<file path="config.mk">
export PLATFORM = sky130hd
export DESIGN_NAME = jtag_tap
export DESIGN_NICKNAME = d
export VERILOG_FILES = /design/src/rtl/jtag_tap.sv
export SDC_FILE = /design/constraint.sdc
export NUM_CORES = 1
export LEC_CHECK = 0
export CAP_MARGIN = 40
export CORE_UTILIZATION = 54
export DETAILED_ROUTE_END_ITERATION = 12
export GPL_TIMING_DRIVEN = 0
export HOLD_SLACK_MARGIN = 0.02
export PLACE_DENSITY = 0.8
export RECOVER_POWER = 100
export SLEW_MARGIN = 20
export SYNTH_ARGS = -nofsm -noshare
export SYNTH_HDL_FRONTEND = slang
export SYNTH_SLANG_ARGS = --single-unit
</file>
<file path="constraint.sdc">
create_clock -name clk -period 2.2 [get_ports clk]
set_input_delay 0.44 -clock clk [delete_from_list [all_inputs] [get_ports clk]]
set_output_delay 0.44 -clock clk [all_outputs]
set_load 0.01 [all_outputs]
</file>
<file path="src/rtl/jtag_tap.sv">
// Oversampled IEEE 1149.1 TAP controller in the clk domain.
// TCK is synchronized and edge-detected; IR plus IDCODE/BYPASS/USER DRs.
module jtag_tap #(
  parameter int          IR_LEN       = 5,
  parameter logic [31:0] IDCODE_VALUE = 32'h1DEAD3FF,
  parameter int          USER_LEN     = 32
) (
  input  logic                clk,
  input  logic                rst_n,
  input  logic                jtag_clk,
  input  logic                jtag_tms,
  input  logic                jtag_tdi,
  input  logic                jtag_rst_n,
  output logic                jtag_tdo,
  output logic                tdo_en,
  output logic [3:0]          tap_state,
  output logic [IR_LEN-1:0]   ir_value,
  input  logic [USER_LEN-1:0] user_capture_data,
  output logic [USER_LEN-1:0] user_update_data,
  output logic                user_update_valid
);

  typedef enum logic [3:0] {
    TLR   = 4'hF,
    RTI   = 4'hC,
    SELDR = 4'h7,
    CAPDR = 4'h6,
    SHDR  = 4'h2,
    EX1DR = 4'h1,
    PAUDR = 4'h3,
    EX2DR = 4'h0,
    UPDDR = 4'h5,
    SELIR = 4'h4,
    CAPIR = 4'hE,
    SHIR  = 4'hA,
    EX1IR = 4'h9,
    PAUIR = 4'hB,
    EX2IR = 4'h8,
    UPDIR = 4'hD
  } tap_e;

  localparam logic [IR_LEN-1:0] IR_IDCODE = IR_LEN'(5'h01);
  localparam logic [IR_LEN-1:0] IR_USER   = IR_LEN'(5'h10);

  logic r_tck_s1, r_tck_s2, r_tck_s3;
  logic r_tms_s1, r_tms_s2;
  logic r_tdi_s1, r_tdi_s2;
  logic r_trst_s1, r_trst_s2;

  logic w_rise, w_fall, w_trst, w_act;
  logic w_tms, w_tdi;

  tap_e r_state, w_next;

  logic w_in_shdr, w_in_shir, w_in_capdr;
  logic w_in_capir, w_in_updir, w_in_upddr;
  logic w_in_tlr;

  logic [IR_LEN-1:0]   r_ir_sr;
  logic [IR_LEN-1:0]   r_ir;
  logic [31:0]         r_id_sr;
  logic [USER_LEN-1:0] r_user_sr;
  logic                r_byp_sr;
  logic                r_tdo, r_tdo_en;
  logic [USER_LEN-1:0] r_upd_data;
  logic                r_upd_valid;

  logic w_sel_id, w_sel_user, w_sel_byp;
  logic w_dr_lsb;

  // Two-flop synchronizers plus an extra TCK stage for edge detection
  always_ff @(posedge clk or negedge rst_n) begin
    if (!rst_n) begin
      r_tck_s1  <= 1'b0;
      r_tck_s2  <= 1'b0;
      r_tck_s3  <= 1'b0;
      r_tms_s1  <= 1'b0;
      r_tms_s2  <= 1'b0;
      r_tdi_s1  <= 1'b0;
      r_tdi_s2  <= 1'b0;
      r_trst_s1 <= 1'b1;
      r_trst_s2 <= 1'b1;
    end else begin
      r_tck_s1  <= jtag_clk;
      r_tck_s2  <= r_tck_s1;
      r_tck_s3  <= r_tck_s2;
      r_tms_s1  <= jtag_tms;
      r_tms_s2  <= r_tms_s1;
      r_tdi_s1  <= jtag_tdi;
      r_tdi_s2  <= r_tdi_s1;
      r_trst_s1 <= jtag_rst_n;
      r_trst_s2 <= r_trst_s1;
    end
  end

  assign w_rise = r_tck_s2 & ~r_tck_s3;
  assign w_fall = ~r_tck_s2 & r_tck_s3;
  assign w_trst = ~r_trst_s2;
  assign w_act  = w_rise & ~w_trst;
  assign w_tms  = r_tms_s2;
  assign w_tdi  = r_tdi_s2;

  // TAP state register
  always_ff @(posedge clk or negedge rst_n) begin
    if (!rst_n) r_state <= TLR;
    else        r_state <= w_next;
  end

  // Standard 1149.1 next-state table, advanced on TCK rise
  always_comb begin
    w_next = r_state;
    if (w_trst) begin
      w_next = TLR;
    end else if (w_rise) begin
      case (r_state)
        TLR:     w_next = w_tms ? TLR   : RTI;
        RTI:     w_next = w_tms ? SELDR : RTI;
        SELDR:   w_next = w_tms ? SELIR : CAPDR;
        CAPDR:   w_next = w_tms ? EX1DR : SHDR;
        SHDR:    w_next = w_tms ? EX1DR : SHDR;
        EX1DR:   w_next = w_tms ? UPDDR : PAUDR;
        PAUDR:   w_next = w_tms ? EX2DR : PAUDR;
        EX2DR:   w_next = w_tms ? UPDDR : SHDR;
        UPDDR:   w_next = w_tms ? SELDR : RTI;
        SELIR:   w_next = w_tms ? TLR   : CAPIR;
        CAPIR:   w_next = w_tms ? EX1IR : SHIR;
        SHIR:    w_next = w_tms ? EX1IR : SHIR;
        EX1IR:   w_next = w_tms ? UPDIR : PAUIR;
        PAUIR:   w_next = w_tms ? EX2IR : PAUIR;
        EX2IR:   w_next = w_tms ? UPDIR : SHIR;
        UPDIR:   w_next = w_tms ? SELDR : RTI;
        default: w_next = TLR;
      endcase
    end
  end

  // State decode flags
  always_comb begin
    tap_state  = r_state;
    w_in_tlr   = (r_state == TLR);
    w_in_shdr  = (r_state == SHDR);
    w_in_shir  = (r_state == SHIR);
    w_in_capdr = (r_state == CAPDR);
    w_in_capir = (r_state == CAPIR);
    w_in_upddr = (r_state == UPDDR);
    w_in_updir = (r_state == UPDIR);
  end

  assign w_sel_id   = (r_ir == IR_IDCODE);
  assign w_sel_user = (r_ir == IR_USER);
  assign w_sel_byp  = ~w_sel_id & ~w_sel_user;

  // Instruction shift register: capture 0..01, shift right from TDI
  always_ff @(posedge clk or negedge rst_n) begin
    if (!rst_n) begin
      r_ir_sr <= '0;
    end else if (w_act) begin
      if (w_in_capir)
        r_ir_sr <= IR_LEN'(1);
      else if (w_in_shir)
        r_ir_sr <= {w_tdi, r_ir_sr[IR_LEN-1:1]};
    end
  end

  // Instruction register: forced to IDCODE in TLR or on TRST
  always_ff @(posedge clk or negedge rst_n) begin
    if (!rst_n)
      r_ir <= IR_IDCODE;
    else if (w_trst || w_in_tlr)
      r_ir <= IR_IDCODE;
    else if (w_act && w_in_updir)
      r_ir <= r_ir_sr;
  end

  // Data registers: capture and shift only the selected one
  always_ff @(posedge clk or negedge rst_n) begin
    if (!rst_n) begin
      r_id_sr   <= '0;
      r_user_sr <= '0;
      r_byp_sr  <= 1'b0;
    end else if (w_act && w_in_capdr) begin
      unique case (1'b1)
        w_sel_id:   r_id_sr   <= IDCODE_VALUE;
        w_sel_user: r_user_sr <= user_capture_data;
        w_sel_byp:  r_byp_sr  <= 1'b0;
        default: ;
      endcase
    end else if (w_act && w_in_shdr) begin
      unique case (1'b1)
        w_sel_id:   r_id_sr   <= {w_tdi, r_id_sr[31:1]};
        w_sel_user: r_user_sr <= {w_tdi, r_user_sr[USER_LEN-1:1]};
        w_sel_byp:  r_byp_sr  <= w_tdi;
        default: ;
      endcase
    end
  end

  always_comb begin
    w_dr_lsb = r_byp_sr;
    unique case (1'b1)
      w_sel_id:   w_dr_lsb = r_id_sr[0];
      w_sel_user: w_dr_lsb = r_user_sr[0];
      default: ;
    endcase
  end

  // TDO launched on TCK fall so it is stable across the next rise
  always_ff @(posedge clk or negedge rst_n) begin
    if (!rst_n) begin
      r_tdo    <= 1'b0;
      r_tdo_en <= 1'b0;
    end else if (w_trst) begin
      r_tdo    <= 1'b0;
      r_tdo_en <= 1'b0;
    end else if (w_fall) begin
      if (w_in_shdr) begin
        r_tdo    <= w_dr_lsb;
        r_tdo_en <= 1'b1;
      end else if (w_in_shir) begin
        r_tdo    <= r_ir_sr[0];
        r_tdo_en <= 1'b1;
      end else begin
        r_tdo    <= 1'b0;
        r_tdo_en <= 1'b0;
      end
    end
  end

  // USER update latch with a single-cycle valid pulse
  always_ff @(posedge clk or negedge rst_n) begin
    if (!rst_n) begin
      r_upd_data  <= '0;
      r_upd_valid <= 1'b0;
    end else begin
      r_upd_valid <= 1'b0;
      if (w_act && w_in_upddr && w_sel_user) begin
        r_upd_data  <= r_user_sr;
        r_upd_valid <= 1'b1;
      end
    end
  end

  assign ir_value          = r_ir;
  assign jtag_tdo          = r_tdo;
  assign tdo_en            = r_tdo_en;
  assign user_update_data  = r_upd_data;
  assign user_update_valid = r_upd_valid;

endmodule

</file>
==> metrics <==
outcome finished, final reports clean; CP endpoint ir_value[4]; DRC 0; diode count 0; Critical path origin ir_value[4]; Seq/Total Area, Yosys 0.586; top-area cell type share of the netlist area 0.551; # IOs 82; main combinational cell family by area after synthesis multiplexers; Leak 3.47 nW; CTS HTree Levels 4; Layout area overhead 28.8%; Die ar. 0.0101 mm2; drt initial violations 188; post-place setup slack roughly 150 ps; worst skew pair latency ~510 ps; CP max stage cell dlygate4sd3_1; Congestion Overflow GR 0; Max stage delay on crit path around 650 ps; r2r worst-path depth 5; vias in the first global route 3960; pin count of the biggest net entering global routing 67; Compound-Gate Fraction of Synth Area 0.101; Req. time, crit path 1760 ps; relative slew slack 0.0203; top area cells in the synthesized netlist dfrtp_1, mux2_4, mux2i_1; Mapped Cells 459; ys async rst share 1.00; Starting Density 0.564; dpl cell area around 0.0063 mm2; Longest Clk Path Bufs 2; count of final setup violators 0; Critical R2R Capture user_update_data[27]; clock power share 0.514; crit start category register; critical path cell sequence dlygate4sd3_1; post-route ant nets 0; core footprint 0.00933 mm2; crit path kind register to output port; PnR worst setup slack 105 ps; Synth Area in Adders 0; area leader, netlist dfrtp_1; final net count between 600 and 700; worst slew pin tran 1470 ps; clk_skew 7.38 ps; CP Capture Type output port; Die H 101 um; reg-to-reg setup timing slack 130 ps; CP Buf/Inv Count 1; Synth Area in XOR/XNOR 0; worst r2r src ir_value[1]; critical path arrival 1650 ps; drt wl/cell between 15 and 20 um; total number of vias ~3800; Synth Register Bits 123; CTS root buf clkbuf_8; CP max FO 7; Tcrit/Tclk final 0.952; commonest non-fill, non-tap cell in the layout dfrtp_1; RSZ-0062 raised after global routing no; sequential share of power 0.428; CTS Buf Count 17; routability cong. 0.821; Netlist cell types 41; TritonCTS clock tree yes; Syn. warnings 0; post-synthesis mux area share 0.157; Detailed Routing Iterations Pass 1 7; most frequent cells in the layout dfrtp_1, nand2_1, o21ai_0, dlygate4sd3_1, clkdlybuf4s50_1; Int Power 4.27 mW; Syn Nets 497; first-pass GRT wire length 19100 um; via density per instance 5.39; CP Depth 1; delay-heaviest family, CP buffers and inverters; Main synth FF type dfrtp_1; maximum vdd drop 783 uV; synthesized area per cell 11.5 um2; port bufs 81; Cell Pwr Density 797 mW/mm2; Fin. Hold Viols 0; DRT Wirelength 11500 um; maxcap violations 0; Tmin final 2090 ps; Net Sw Frac 0.210; Mapped Area 0.00527 mm2; Max Slew Vio Count 0; Post-Synth Simple-Gate Area 0.122; Combinational Power Share 0.058; fillers 646; Fmax 477 MHz; setup TNS 0 ps; Final Cell Area 0.00678 mm2; post-DP HPWL 7390 um; share of layout cells above drive strength 1 0.111; P_sw 1.13 mW; Die X 101 um; post-CTS resize count 0; worst hold path class register to register; clk slew on worst S/H paths 60 ps; Post-synth EDFFs 0; initial antenna violation count 0; All-Layer GR Usage 0.246; CTS Sinks 123; # rows 35
what timing repair did:
item,CTS,global route
endpoints found under the setup margin,0,6
hold buffers,1,0
buffers inserted,0,2
hold endpoints to repair,51,0
cells in the mapped netlist (2+ instances only):
cell type  count
nand4_1        2
a21oi_1        4
nand2_1       74
and3_1         3
nor2b_1        6
nand3b_1       3
inv_1          7
nand2b_1      11
and2_1         3
nor2_1        28
a32oi_1        2
buf_6          4
mux2_2         5
a22o_1         4
dfrtp_1      116
dfstp_2        7
o21ai_1       57
buf_2          7
clkbuf_1      18
mux2i_1       32
mux2_4        30
o21ai_0       17
power groups by stage:
stage | Sequential (mW) | Combinational [mW] | Clock, mW
floorplan | 2.35 | 0.149 | 0
global placement | 2.35 | 0.303 | 0
detailed placement | 2.35 | 0.317 | 0
CTS | 2.31 | 0.324 | 2.79
global route | 2.31 | 0.344 | 2.90
finish | 2.31 | 0.314 | 2.78
metal layers:
metal  wire length [um]  up-vias  global-route usage
met4                 94        0              0.0747
met1               5110     1884               0.320
met3                628       11              0.0652
met5                  0        -                   0
li1                   -     1781                   -
met2               5720      125               0.407
state kept, by name, summed over array words and instances (netlist names):
signal             flops
r_id_sr               32
r_user_sr             32
user_update_data      32
ir_value               5
r_ir_sr                5
tap_state              4
jtag_tdo               1
r_byp_sr               1
r_tck_s1               1
r_tck_s2               1
r_tck_s3               1
r_tdi_s1               1
r_tdi_s2               1
r_tms_s1               1
r_tms_s2               1
r_trst_s1              1
r_trst_s2              1
tdo_en                 1
user_update_valid      1
worst min path at each step:
| stage | startpoint | endpoint | slack [ps] | cells past startpoint |
|---|---|---|---|---|
| 2_1_floorplan | rst_n | ir_value[1] | 140 | 0 |
| 6_report | r_tdi_s1 | r_tdi_s2 | 350 | 0 |
| 5_1_grt | r_tdi_s1 | r_tdi_s2 | 350 | 0 |
| 3_5_place_dp | r_tdi_s1 | r_tdi_s2 | 340 | 0 |
| 3_3_place_gp | r_tms_s1 | r_tms_s2 | 330 | 0 |
| 4_1_cts | jtag_rst_n | r_trst_s1 | 330 | 1 |
metrics by stage:
| stage | std cells | hold slack [ps] | power [mW] | utilization |
|---|---|---|---|---|
| global placement | 669 | 331 | 2.65 | 0.669 |
| finish | 705 | 349 | 5.40 | 0.727 |
| floorplan | 459 | 144 | 2.50 | - |
| detailed placement | 670 | 338 | 2.67 | 0.672 |
| global route | 705 | 355 | 5.56 | 0.727 |
| CTS | 703 | 332 | 5.43 | 0.735 |
area by class of cell:
class / count / area (um2) / area share
Sequential cell: 123 / 3090 / 0.455
Clock inverter: 9 / 145 / 0.0214
Tap cell: 129 / 161 / 0.0238
Inverter: 7 / 26.3 / 0.00387
Buffer: 29 / 143 / 0.0210
Multi-Input combinational cell: 300 / 1920 / 0.284
Clock buffer: 23 / 437 / 0.0644
Timing Repair Buffer: 85 / 858 / 0.127
logic make-up after synthesis:
kind of cell / Yosys count
AOI/OAI and AO/OA: 95
buffers and inverters: 36
DFF: 123
muxes: 67
and+or+nand+nor: 138
(Power assumes the default switching activity.)
